File: src/rtl/mem_arbiter.sv
// Two-requester arbiter sharing one AXI controller port between icache and dcache.
// Optional feature: define MEM_ARB_ROUND_ROBIN_EN for round-robin instead of dcache-first priority.
module mem_arbiter #(
    parameter int ADDR_W = 32,
    parameter int DATA_W = 32
) (
    input  logic              clk,
    input  logic              nrst,
    input  logic              i_read,
    input  logic [ADDR_W-1:0] i_addr,
    input  logic              i_done,
    output logic              i_ready,
    output logic [DATA_W-1:0] i_load,
    input  logic              d_read,
    input  logic              d_write,
    input  logic [ADDR_W-1:0] d_addr,
    input  logic [DATA_W-1:0] d_store,
    input  logic              d_done,
    output logic              d_ready,
    output logic [DATA_W-1:0] d_load,
    output logic              m_read,
    output logic              m_write,
    output logic [ADDR_W-1:0] m_addr,
    output logic [DATA_W-1:0] m_store,
    output logic              m_done,
    input  logic              m_ready,
    input  logic [DATA_W-1:0] m_load
);

    typedef enum logic [1:0] {
        ARB_IDLE    = 2'b00,
        ARB_GRANT_I = 2'b01,
        ARB_GRANT_D = 2'b10
    } arb_state_t;

    arb_state_t state_r;
    logic       i_pend_s;
    logic       d_pend_s;
    logic       pick_d_s;

`ifdef MEM_ARB_ROUND_ROBIN_EN
    // 1'b0 = icache won last, 1'b1 = dcache won last
    logic       last_grant_r;
`endif

    // Pending requests and the winner should a grant be issued from IDLE
    always_comb begin
        i_pend_s = i_read;
        d_pend_s = d_read | d_write;
        if (i_pend_s && d_pend_s) begin
`ifdef MEM_ARB_ROUND_ROBIN_EN
            pick_d_s = ~last_grant_r;
`else
            pick_d_s = 1'b1;
`endif
        end else begin
            pick_d_s = d_pend_s;
        end
    end

    // Grant state machine: a grant is held until done+ready or the owner drops its request
    always_ff @(posedge clk) begin
        if (!nrst) begin
            state_r <= ARB_IDLE;
`ifdef MEM_ARB_ROUND_ROBIN_EN
            last_grant_r <= 1'b0;
`endif
        end else begin
            case (state_r)
                ARB_IDLE: begin
                    if (i_pend_s || d_pend_s) begin
                        state_r <= pick_d_s ? ARB_GRANT_D : ARB_GRANT_I;
`ifdef MEM_ARB_ROUND_ROBIN_EN
                        last_grant_r <= pick_d_s;
`endif
                    end else begin
                        state_r <= ARB_IDLE;
                    end
                end
                ARB_GRANT_I: begin
                    if ((i_done && m_ready) || !i_pend_s) begin
                        state_r <= ARB_IDLE;
                    end else begin
                        state_r <= ARB_GRANT_I;
                    end
                end
                ARB_GRANT_D: begin
                    if ((d_done && m_ready) || !d_pend_s) begin
                        state_r <= ARB_IDLE;
                    end else begin
                        state_r <= ARB_GRANT_D;
                    end
                end
                default: begin
                    state_r <= ARB_IDLE;
                end
            endcase
        end
    end

    // Port steering; the non-granted side sees ready=0 and load=0
    always_comb begin
        m_read  = 1'b0;
        m_write = 1'b0;
        m_addr  = {ADDR_W{1'b0}};
        m_store = {DATA_W{1'b0}};
        m_done  = 1'b0;
        i_ready = 1'b0;
        i_load  = {DATA_W{1'b0}};
        d_ready = 1'b0;
        d_load  = {DATA_W{1'b0}};
        case (state_r)
            ARB_GRANT_I: begin
                m_read  = i_read;
                m_addr  = i_addr;
                m_done  = i_done & m_ready;
                i_ready = m_ready;
                i_load  = m_load;
            end
            ARB_GRANT_D: begin
                m_read  = d_read;
                m_write = d_write;
                m_addr  = d_addr;
                m_store = d_store;
                m_done  = d_done & m_ready;
                d_ready = m_ready;
                d_load  = m_load;
            end
            default: begin
                m_done = 1'b0;
            end
        endcase
    end

endmodule

File: config.mk
export PLATFORM = sky130hd
export DESIGN_NAME = mem_arbiter
export DESIGN_NICKNAME = d
export VERILOG_FILES = /design/src/rtl/mem_arbiter.sv
export SDC_FILE = /design/constraint.sdc
export NUM_CORES = 1
export LEC_CHECK = 0
export BUFFER_PORTS_ARGS = -buffer_cell sky130_fd_sc_hd__buf_4
export CAP_MARGIN = 20
export CELL_PAD_IN_SITES_DETAIL_PLACEMENT = 1
export CELL_PAD_IN_SITES_GLOBAL_PLACEMENT = 1
export CORE_AREA = 2 2 104 106
export CTS_CLUSTER_DIAMETER = 80
export CTS_CLUSTER_SIZE = 28
export DETAILED_ROUTE_END_ITERATION = 8
export DIE_AREA = 0 0 106 108
export GPL_ROUTABILITY_DRIVEN = 0
export HOLD_SLACK_MARGIN = 0.1
export PLACE_DENSITY = 0.8
export SLEW_MARGIN = 5
export SYNTH_ARGS = -nofsm -noshare
export SYNTH_HDL_FRONTEND = slang
export SYNTH_SLANG_ARGS = --single-unit
File: constraint.sdc
create_clock -name clk -period 2.6 [get_ports clk]
set_input_delay 0.52 -clock clk [delete_from_list [all_inputs] [get_ports clk]]
set_output_delay 0.52 -clock clk [all_outputs]
set_load 0.03 [all_outputs]
==> results.md, run 1 <==
| Item | Value | Unit |
|---|---|---|
| Outcome | finished, final reports clean | - |
| Slew of the pin with the lowest slew margin | 0.492 | ns |
| DIE AREA | 11400 | um2 |
| Critical path, cell by cell | inv_1, ha_2, buf_4, a22oi_1, nor2b_1, buf_4 | - |
| Post-synthesis mux area share | 0.740 | % |
| Clk sink count | 2 | - |
| Commonest cells in the netlist | sky130_fd_sc_hd__and2_1 (99), sky130_fd_sc_hd__nor2b_1 (34), sky130_fd_sc_hd__a22oi_1 (33) | - |
| Number of antenna violations at the first check in global routing | 0 | - |
| Gr ovfl total | 0 | - |
| Nets | 600 | - |
| CTS root buffer | sky130_fd_sc_hd__clkbuf_8 | - |
| Initial DRC count | 83 | - |
| Clock slew at the register clock pins of the worst setup and hold paths | 0.03 | ns |
| Place WS | 0.505 | ns |
| Total standard cell area after synthesis | 1350 | um2 |
| Area overhead of the layout relative to synthesis | 160 | % |
| Slew Limit Headroom | 67.2 | % |
| Final routed DRC violation total | 0 | - |
| Depth of the critical timing path with buffers and inverters included | 6 | - |
| Fraction of registers with async set/reset | 0 | % |
| Synth Area per Inst | 6.66 | um2 |
| Number of cells produced by synthesis | 203 | - |
| CTS tree | built | - |
| Final-report max-slew violation count | 0 | - |
| Number of synthesized register bits | 2 | - |
| Share of layout cells above drive strength 1 | 60.9 | % |
| Dominant combinational cell family by area after synthesis | simple AND/OR/NAND/NOR gates | - |
| Post-DR vias/cell | 4.05 | - |
| Largest area contributor in the netlist | sky130_fd_sc_hd__and2_1 | - |
| Area fraction in compound gates after synthesis | 21.0 | % |
| Number of cell instances on the worst register-to-register path | 5 | - |
| Wire length of the first global-routing pass | 12.6 | mm |
| Slowest stage delay, CP | 0.41 | ns |
| Peak VDD IR | 0.0000823 | V |
| Die height | 108 | um |
| Total negative slack | 0 | ns |
| Maximum number of pins on one net before global-route repair | 60 | - |
| Synthesis warning total | 0 | - |
| Vias | 2407 | - |
| Worst reg-to-reg setup slack | 0.98 | ns |
| DP Wirelength | 7.56 | mm |
| FF-to-FF Start | state_r[0]$_SDFF_PN0_ | - |
| Critical Path Start | state_r[0]$_SDFF_PN0_ | - |
| Shortest clock period the worst path allows after layout | 2.28 | ns |
| Synthesized netlist net count | 343 | - |
| Power, Total | 855 | uW |
| Reg2Reg Capture Point | state_r[1]$_SDFF_PN0_ | - |
| Post-CTS Setup Inserts | 0 | - |
| Number of levels in the clock H-tree | 1 | - |
| Lkg Pwr | 1.86 | nW |
| Element type at the critical path start | flop | - |
| Maximum root-to-sink buffer count | 2 | - |
| Remaining antenna violation count | 0 | - |
| Critical path peak fanout | 59 | - |
| Leading cell type by number of instances after synthesis | sky130_fd_sc_hd__and2_1 | - |
| Total wirelength of the detailed-routed design | 8.73 | mm |
| Largest register by flop count | state_r | - |
| Clk_skew | 0.00110 | ns |
| Drt pass-1 iters | 4 | - |
| Critical path's top delay family | buffers and inverters | - |
| Top cells by area, synth | sky130_fd_sc_hd__and2_1 (46%), sky130_fd_sc_hd__a22oi_1 (18%), sky130_fd_sc_hd__nor2b_1 (16%) | - |
| Worst EP arrival | 1.76 | ns |
| Horizontal die dimension | 106 | um |
| HP Class | input pin to flop | - |
| Power density relative to cell area | 243 | nW/um2 |
| Number of flip-flops in the largest register | 2 | - |
| Leading registers by flop count | state_r: 2 flops | - |
| Post-CTS resize count | 0 | - |
| Sequential area share after synthesis | 2.96 | % |
| CP dominant cell by count | sky130_fd_sc_hd__buf_4 | - |
| Max stage delay cell, worst path | sky130_fd_sc_hd__buf_4 | - |
| Post-synthesis share of cell area spent on xor and xnor gates | 0 | % |
| Buffering stage count on the worst path with inverters included | 3 | - |
| Number of buffers created by CTS | 3 | - |
| Clk_lat worst skew | 0.21 | ns |
| Final Cycle Share | 87.8 | % |
| Via count of the first global-routing pass | 2402 | - |
| Quantity of hold-fixing buffers added after cts | 0 | - |
| Final setup violating endpoints | 0 | - |
| MaxCap Viol Count | 0 | - |
| CP Data Required Time | 2.08 | ns |
| Worst path setup slack after routing | 0.318 | ns |
| All-layer global routing usage | 13.6 | % |
| Top flip-flop cell by instance count after synthesis | sky130_fd_sc_hd__dfxtp_1 | - |
| Type of destination of the critical path | output port | - |
| End point of the critical path | m_addr[9] | - |
| Highest attainable clock frequency | 438 | MHz |
| Synth top area share | 45.8 | % |
| Initial core utilization | 13.2 | % |
| Cell row count | 37 | - |
| Setup repair after global routing missed its margin | no | - |
| Synth unique cells | 18 | - |
| Antenna Cells | 0 | - |
| Port bufs | 268 | - |
| Post-synthesis adder-cell area fraction | 3.70 | % |
| WL per Instance | 14.7 | um |
| Number of synthesized flops with an enable pin | 0 | - |
| Final Hold Violating Endpoints | 0 | - |
| Area of the placeable core | 10200 | um2 |
| Top Ports | 269 | - |
| Post-synthesis simple-gate area fraction | 62.6 | % |
| Type of the setup path with the least slack | flop to output port | - |
[cells by family (layout without fill, tap and decap cells)]
| kind of cell | Yosys count | after routing |
|---|---|---|
| buffers and inverters | 23 | 278 |
| and+or+nand+nor | 136 | 136 |
| adders and majority gates | 4 | 4 |
| DFF | 2 | 2 |
| muxes | 1 | 1 |
| AOI/OAI and AO/OA | 37 | 37 |
[final cells by class]
| class | count | area (um2) |
|---|---|---|
| Clock buffer | 3 | 41.3 |
| Fill cell | 1305 | 6710 |
| Inverter | 2 | 7.51 |
| Multi-Input combinational cell | 178 | 1200 |
| Sequential cell | 2 | 40.0 |
| Tap cell | 136 | 170 |
| Timing Repair Buffer | 273 | 2060 |
[layout by cell type, fill, tap and decap left out]
cell type and n:
sky130_fd_sc_hd__a21boi_0 1, sky130_fd_sc_hd__a21boi_1 1, sky130_fd_sc_hd__a22oi_1 33, sky130_fd_sc_hd__and2_1 99
sky130_fd_sc_hd__buf_12 1, sky130_fd_sc_hd__buf_4 272, sky130_fd_sc_hd__clkbuf_8 3, sky130_fd_sc_hd__dfxtp_1 2
sky130_fd_sc_hd__ha_1 2, sky130_fd_sc_hd__ha_2 2, sky130_fd_sc_hd__inv_1 2, sky130_fd_sc_hd__mux2i_1 1
sky130_fd_sc_hd__nand2_1 1, sky130_fd_sc_hd__nor2_1 1, sky130_fd_sc_hd__nor2b_1 34, sky130_fd_sc_hd__nor3b_1 1
sky130_fd_sc_hd__o211a_1 1, sky130_fd_sc_hd__o221a_2 1
[routing by layer]
| layer | global-route usage, % | share of wire, % |
|---|---|---|
| met5 | 0 | 0 |
| met4 | 3.10 | 1.3 |
| met3 | 2.11 | 5.9 |
| met2 | 28.0 | 57 |
| met1 | 14.3 | 35 |
[power by group]
| group | total [mW] | internal [mW] | switching [mW] |
|---|---|---|---|
| Clock | 0.118 | 0.0976 | 0.0209 |
| Sequential | 0.0349 | 0.0330 | 0.00189 |
| Combinational | 0.702 | 0.333 | 0.368 |
| Total | 0.855 | 0.464 | 0.391 |
[worst min-delay path by stage]
stage / from / to / cells after the start
global placement: state_r[1]$_SDFF_PN0_ / state_r[0]$_SDFF_PN0_ / 3
finish: i_read / state_r[0]$_SDFF_PN0_ / 2
detailed placement: state_r[0]$_SDFF_PN0_ / state_r[0]$_SDFF_PN0_ / 3
floorplan: state_r[1]$_SDFF_PN0_ / state_r[0]$_SDFF_PN0_ / 3
global route: i_read / state_r[0]$_SDFF_PN0_ / 2
CTS: i_read / state_r[0]$_SDFF_PN0_ / 2
[stage by stage]
stage / cells / hold WS (ns) / cell area (um2) / utilization (%)
after global routing: 594 / 0.589 / 3520 / 34.4
after CTS: 594 / 0.574 / 3520 / 34.4
after global placement: 591 / 0.684 / 3480 / 34.0
after detailed placement: 591 / 0.740 / 3480 / 34.0
final: 594 / 0.572 / 3520 / 34.4
after floorplan: 203 / 0.651 / 1350 / -
(Power assumes the default switching activity.)
==> inputs of run 2 (changes only) <==
--- a/config.mk
+++ b/config.mk
@@ -8,15 +8,15 @@
 export BUFFER_PORTS_ARGS = -buffer_cell sky130_fd_sc_hd__buf_4
 export CAP_MARGIN = 20
 export CELL_PAD_IN_SITES_DETAIL_PLACEMENT = 1
-export CELL_PAD_IN_SITES_GLOBAL_PLACEMENT = 1
-export CORE_AREA = 2 2 104 106
+export CELL_PAD_IN_SITES_GLOBAL_PLACEMENT = 2
+export CORE_MARGIN = 2
+export CORE_UTILIZATION = 10
 export CTS_CLUSTER_DIAMETER = 80
 export CTS_CLUSTER_SIZE = 28
 export DETAILED_ROUTE_END_ITERATION = 8
-export DIE_AREA = 0 0 106 108
 export GPL_ROUTABILITY_DRIVEN = 0
 export HOLD_SLACK_MARGIN = 0.1
-export PLACE_DENSITY = 0.8
+export PLACE_DENSITY = 0.88
 export SLEW_MARGIN = 5
 export SYNTH_ARGS = -nofsm -noshare
 export SYNTH_HDL_FRONTEND = slang
==> results.md, run 2 (synthesis gave the netlist of run 1 again) <==
| Item | Value | Unit |
|---|---|---|
| Number of antenna violations at the first check in global routing | 0 | - |
| CTS root buffer | sky130_fd_sc_hd__clkbuf_16 | - |
| Clock slew at the register clock pins of the worst setup and hold paths | 0.03 | ns |
| Clk_skew | 0.000728 | ns |
| Number of buffers created by CTS | 3 | - |
| Outcome | finished, final reports clean | - |
| Clk sink count | 2 | - |
| Total negative slack | 0 | ns |
| Post-CTS Setup Inserts | 0 | - |
| Power density relative to cell area | 270 | nW/um2 |
| Top Ports | 269 | - |
| Total placed cells including tap cells | 631 | - |
| MaxCap Viol Count | 0 | - |
| Final routed DRC violation total | 0 | - |
| Critical path peak fanout | 63 | - |
| Type of the setup path with the least slack | flop to output port | - |
| Peak VDD IR | 0.000154 | V |
| Critical path's top delay family | buffers and inverters | - |
| Initial core utilization | 10.2 | % |
| Maximum root-to-sink buffer count | 2 | - |
| HP Class | input pin to flop | - |
| Via count of the first global-routing pass | 2498 | - |
| Horizontal die dimension | 120 | um |
| Number of levels in the clock H-tree | 1 | - |
| CP Data Required Time | 2.08 | ns |
| Lkg Pwr | 1.88 | nW |
| Final setup violating endpoints | 0 | - |
| Fin Hold WS | 0.566 | ns |
| Area overhead of the layout relative to synthesis | 166 | % |
| Setup repair after global routing missed its margin | no | - |
| Post-DR vias/cell | 3.82 | - |
| Final Hold Violating Endpoints | 0 | - |
| Wire length of the first global-routing pass | 12.5 | mm |
| Antenna Cells | 0 | - |
| Total wirelength of the detailed-routed design | 8.84 | mm |
| Element type at the critical path start | flop | - |
| Quantity of hold-fixing buffers added after cts | 0 | - |
| Cell row count | 42 | - |
| Remaining antenna violation count | 0 | - |
| Nets | 600 | - |
| Gr ovfl total | 0 | - |
| Final Cycle Share | 86.8 | % |
| DIE AREA | 14500 | um2 |
| Initial DRC count | 53 | - |
| Most frequent standard cell in the layout excluding fill and tap cells | sky130_fd_sc_hd__buf_4 | - |
| Largest register by flop count | state_r | - |
| Type of destination of the critical path | output port | - |
| Highest attainable clock frequency | 443 | MHz |
| Slew Limit Headroom | 68.1 | % |
| Number of standard cells in the layout, taps in and fillers out | 634 | - |
| Final-report max-slew violation count | 0 | - |
| Most frequent cells in the layout | sky130_fd_sc_hd__buf_4 (272), sky130_fd_sc_hd__and2_1 (99), sky130_fd_sc_hd__nor2b_1 (34), sky130_fd_sc_hd__a22oi_1 (33), sky130_fd_sc_hd__clkbuf_16 (3) | - |
| DP Wirelength | 7.47 | mm |
| Worst EP arrival | 1.74 | ns |
| Buffering stage count on the worst path with inverters included | 3 | - |
| Drt pass-1 iters | 4 | - |
| Share of layout cells above drive strength 1 | 60.9 | % |
| Slowest stage delay, CP | 0.40 | ns |
| Die height | 120 | um |
| Leading registers by flop count | state_r: 2 flops | - |
| Number of flip-flops in the largest register | 2 | - |
| Worst reg-to-reg setup slack | 1.06 | ns |
| Clk_lat worst skew | 0.22 | ns |
| Slew of the pin with the lowest slew margin | 0.478 | ns |
| Shortest clock period the worst path allows after layout | 2.26 | ns |
| All-layer global routing usage | 10.8 | % |
| CP dominant cell by count | sky130_fd_sc_hd__buf_4 | - |
| Port bufs | 268 | - |
| Area of the placeable core | 13200 | um2 |
| Maximum number of pins on one net before global-route repair | 64 | - |
| Post-CTS resize count | 0 | - |
| CTS tree | built | - |
| Max stage delay cell, worst path | sky130_fd_sc_hd__buf_4 | - |
| WL per Instance | 13.9 | um |
| Critical path, cell by cell | inv_1, ha_2, buf_4, a22oi_1, nor2b_1, buf_4 | - |
| Vias | 2422 | - |
==> run 2: cell types whose count changed in the layout (fill, tap and decap cells not counted) <==
cell / before / now
sky130_fd_sc_hd__clkbuf_8: 3 / 0
sky130_fd_sc_hd__clkbuf_16: 0 / 3
==> run 2: report_power, final <==
part / total, mW / internal [mW] / switching (mW)
Clock: 0.230 / 0.196 / 0.0343
Sequential: 0.0348 / 0.0330 / 0.00181
Combinational: 0.707 / 0.334 / 0.373
Total: 0.971 / 0.562 / 0.409
==> run 2: final cells by class <==
type	count	area, um2
Inverter	2	7.51
Clock buffer	3	75.1
Sequential cell	2	40.0
Fill cell	1656	9640
Timing Repair Buffer	273	2060
Tap cell	176	220
Multi-Input combinational cell	178	1200
==> run 2: worst paths after layout <==
path | start | endpoint | depth (start not counted)
worst min-delay path | i_read | state_r[0]$_SDFF_PN0_ | 2
worst min register to register | state_r[1]$_SDFF_PN0_ | state_r[0]$_SDFF_PN0_ | 3
worst max register to register | state_r[0]$_SDFF_PN0_ | state_r[1]$_SDFF_PN0_ | 5
worst max-delay path | state_r[0]$_SDFF_PN0_ | m_addr[31] | 6
==> run 2: metal layers <==
| metal | wire length [um] | global-route usage [%] | vias to the layer above |
|---|---|---|---|
| li1 | - | - | 1174 |
| met1 | 3100 | 11.4 | 1084 |
| met2 | 4690 | 21.1 | 154 |
| met3 | 936 | 3.07 | 10 |
| met4 | 114 | 2.47 | 0 |
| met5 | 0 | 0 | - |
==> run 2: metrics by stage <==
step                      power (mW)  utilization (%)  instance area, um2  setup WS [ns]
after global placement         0.736             26.6                3530          0.619
after global routing            1.02             27.2                3600          0.188
after detailed placement       0.751             26.6                3530          0.532
after CTS                      0.985             27.2                3600          0.307
final                          0.971             27.2                3600          0.344
after floorplan                0.400                -                1350          0.650
==> inputs of run 3 (changes only) <==
--- a/config.mk
+++ b/config.mk
@@ -17,6 +17,7 @@
 export GPL_ROUTABILITY_DRIVEN = 0
 export HOLD_SLACK_MARGIN = 0.1
 export PLACE_DENSITY = 0.88
+export RECOVER_POWER = 50
 export SLEW_MARGIN = 5
 export SYNTH_ARGS = -nofsm -noshare
 export SYNTH_HDL_FRONTEND = slang
==> results.md, run 3 (synthesis gave the netlist of run 1 again) <==
| Item | Value | Unit |
|---|---|---|
| Outcome | finished, final reports clean | - |
| Final setup violating endpoints | 0 | - |
| Clock slew at the register clock pins of the worst setup and hold paths | 0.03 | ns |
| Largest register by flop count | state_r | - |
| Via count of the first global-routing pass | 2498 | - |
| Critical path peak fanout | 46 | - |
| Final Hold Violating Endpoints | 0 | - |
| Fin Hold WS | 0.564 | ns |
| WL per Instance | 14.0 | um |
| Type of the setup path with the least slack | flop to output port | - |
| Max stage delay cell, worst path | sky130_fd_sc_hd__buf_4 | - |
| Slowest stage delay, CP | 0.41 | ns |
| Share of layout cells above drive strength 1 | 52.6 | % |
| Final Cycle Share | 88.4 | % |
| Number of cell instances on the worst register-to-register path | 5 | - |
| Clk_skew | 0.000550 | ns |
| Number of antenna violations at the first check in global routing | 0 | - |
| Number of levels in the clock H-tree | 1 | - |
| Type of destination of the critical path | output port | - |
| Area of the placeable core | 13200 | um2 |
| Most frequent cells in the layout | sky130_fd_sc_hd__buf_4 (234), sky130_fd_sc_hd__and2_1 (74), sky130_fd_sc_hd__clkbuf_1 (37), sky130_fd_sc_hd__nor2b_1 (34), sky130_fd_sc_hd__a22oi_1 (33) | - |
| Shortest clock period the worst path allows after layout | 2.30 | ns |
| Peak VDD IR | 0.000155 | V |
| # fillers | 1659 | - |
| Port bufs | 268 | - |
| Critical path, cell by cell | inv_1, ha_1, buf_4, and2_1, clkbuf_1 | - |
| Most frequent standard cell in the layout excluding fill and tap cells | sky130_fd_sc_hd__buf_4 | - |
| Wire length of the first global-routing pass | 12.5 | mm |
| Vias | 2429 | - |
| Cell row count | 42 | - |
| Gr ovfl total | 0 | - |
| Final-report max-slew violation count | 0 | - |
| Post-Layout Inst Area | 3460 | um2 |
| DP Wirelength | 7.47 | mm |
| Highest attainable clock frequency | 435 | MHz |
| Post-CTS Setup Inserts | 0 | - |
| Beginning of the worst hold path | i_read | - |
| Post-DR vias/cell | 3.83 | - |
| Area overhead of the layout relative to synthesis | 156 | % |
| Maximum number of pins on one net before global-route repair | 64 | - |
| Slew of the pin with the lowest slew margin | 0.472 | ns |
| Lkg Pwr | 1.70 | nW |
| Clk sink count | 2 | - |
| HP Class | input pin to flop | - |
| Post-CTS resize count | 0 | - |
| Number of instances on the worst hold path | 2 | - |
| Maximum root-to-sink buffer count | 2 | - |
| CP Data Required Time | 2.08 | ns |
| Total wirelength of the detailed-routed design | 8.85 | mm |
| Area of placed instances | 3530 | um2 |
| FF-to-FF Start | state_r[0]$_SDFF_PN0_ | - |
| Power density relative to cell area | 275 | nW/um2 |
| Top Ports | 269 | - |
| Setup repair after global routing missed its margin | no | - |
| Final routed DRC violation total | 0 | - |
| Antenna Cells | 0 | - |
| Reg2Reg Capture Point | state_r[1]$_SDFF_PN0_ | - |
| Worst EP arrival | 1.78 | ns |
| Number of flip-flops in the largest register | 2 | - |
| Element type at the critical path start | flop | - |
| Initial core utilization | 10.2 | % |
| Number of standard cells in the layout, taps in and fillers out | 634 | - |
| CTS tree | built | - |
| Nets | 600 | - |
| Total negative slack | 0 | ns |
| Clk_lat worst skew | 0.22 | ns |
| Remaining antenna violation count | 0 | - |
| Quantity of hold-fixing buffers added after cts | 0 | - |
| Leading registers by flop count | state_r: 2 flops | - |
| Finished Core Util | 26.1 | % |
| Buffering stage count on the worst path with inverters included | 3 | - |
| Critical path's top delay family | buffers and inverters | - |
| Slew Limit Headroom | 68.5 | % |
| Total placed cells including tap cells | 631 | - |
| Number of buffers created by CTS | 3 | - |
| DIE AREA | 14500 | um2 |
| Horizontal die dimension | 120 | um |
| Die height | 120 | um |
| Drt pass-1 iters | 4 | - |
| All-layer global routing usage | 10.8 | % |
| Destination of the worst hold path | state_r[0]$_SDFF_PN0_ | - |
| MaxCap Viol Count | 0 | - |
| Worst reg-to-reg setup slack | 1.09 | ns |
| Initial DRC count | 71 | - |
| CTS root buffer | sky130_fd_sc_hd__clkbuf_16 | - |
-- run 3: cell type report --
cell class	instances	area, um2	area share (%)
timing repair buffer	273	1920	55.6
clock buffer	3	75.1	2.17
tap	176	220	6.37
sequential	2	40.0	1.16
multi-input combinational	178	1190	34.5
inverter	2	7.51	0.217
-- run 3: report_power, final --
part | switching [mW] | internal [mW]
clock network | 0.0345 | 0.196
registers | 0.00174 | 0.0330
logic | 0.372 | 0.312
-- run 3: per-layer routing --
layer  track usage (%)  vias to the layer above  part of all wire, %
li1                  -                     1174                    -
met1              11.4                     1091                   36
met2              21.1                      154                   52
met3              3.07                       10                   11
met4              2.47                        0                  1.3
met5                 0                        -                    0
-- run 3: metrics by stage --
step / setup slack [ns] / total power, mW
after floorplan: 0.650 / 0.400
after global placement: 0.619 / 0.736
after detailed placement: 0.532 / 0.751
after CTS: 0.307 / 0.985
after global routing: 0.183 / 0.998
final: 0.302 / 0.950
-- run 3: how the worst max path moves through the flow --
stage | from | end | slack, ns | depth (start not counted)
floorplan | state_r[0]$_SDFF_PN0_ | m_addr[19] | 0.65 | 4
finish | state_r[1]$_SDFF_PN0_ | i_ready | 0.30 | 5
detailed placement | state_r[0]$_SDFF_PN0_ | m_addr[31] | 0.53 | 6
global route | state_r[0]$_SDFF_PN0_ | m_store[19] | 0.18 | 5
CTS | state_r[0]$_SDFF_PN0_ | m_addr[31] | 0.31 | 6
global placement | state_r[0]$_SDFF_PN0_ | m_read | 0.62 | 6
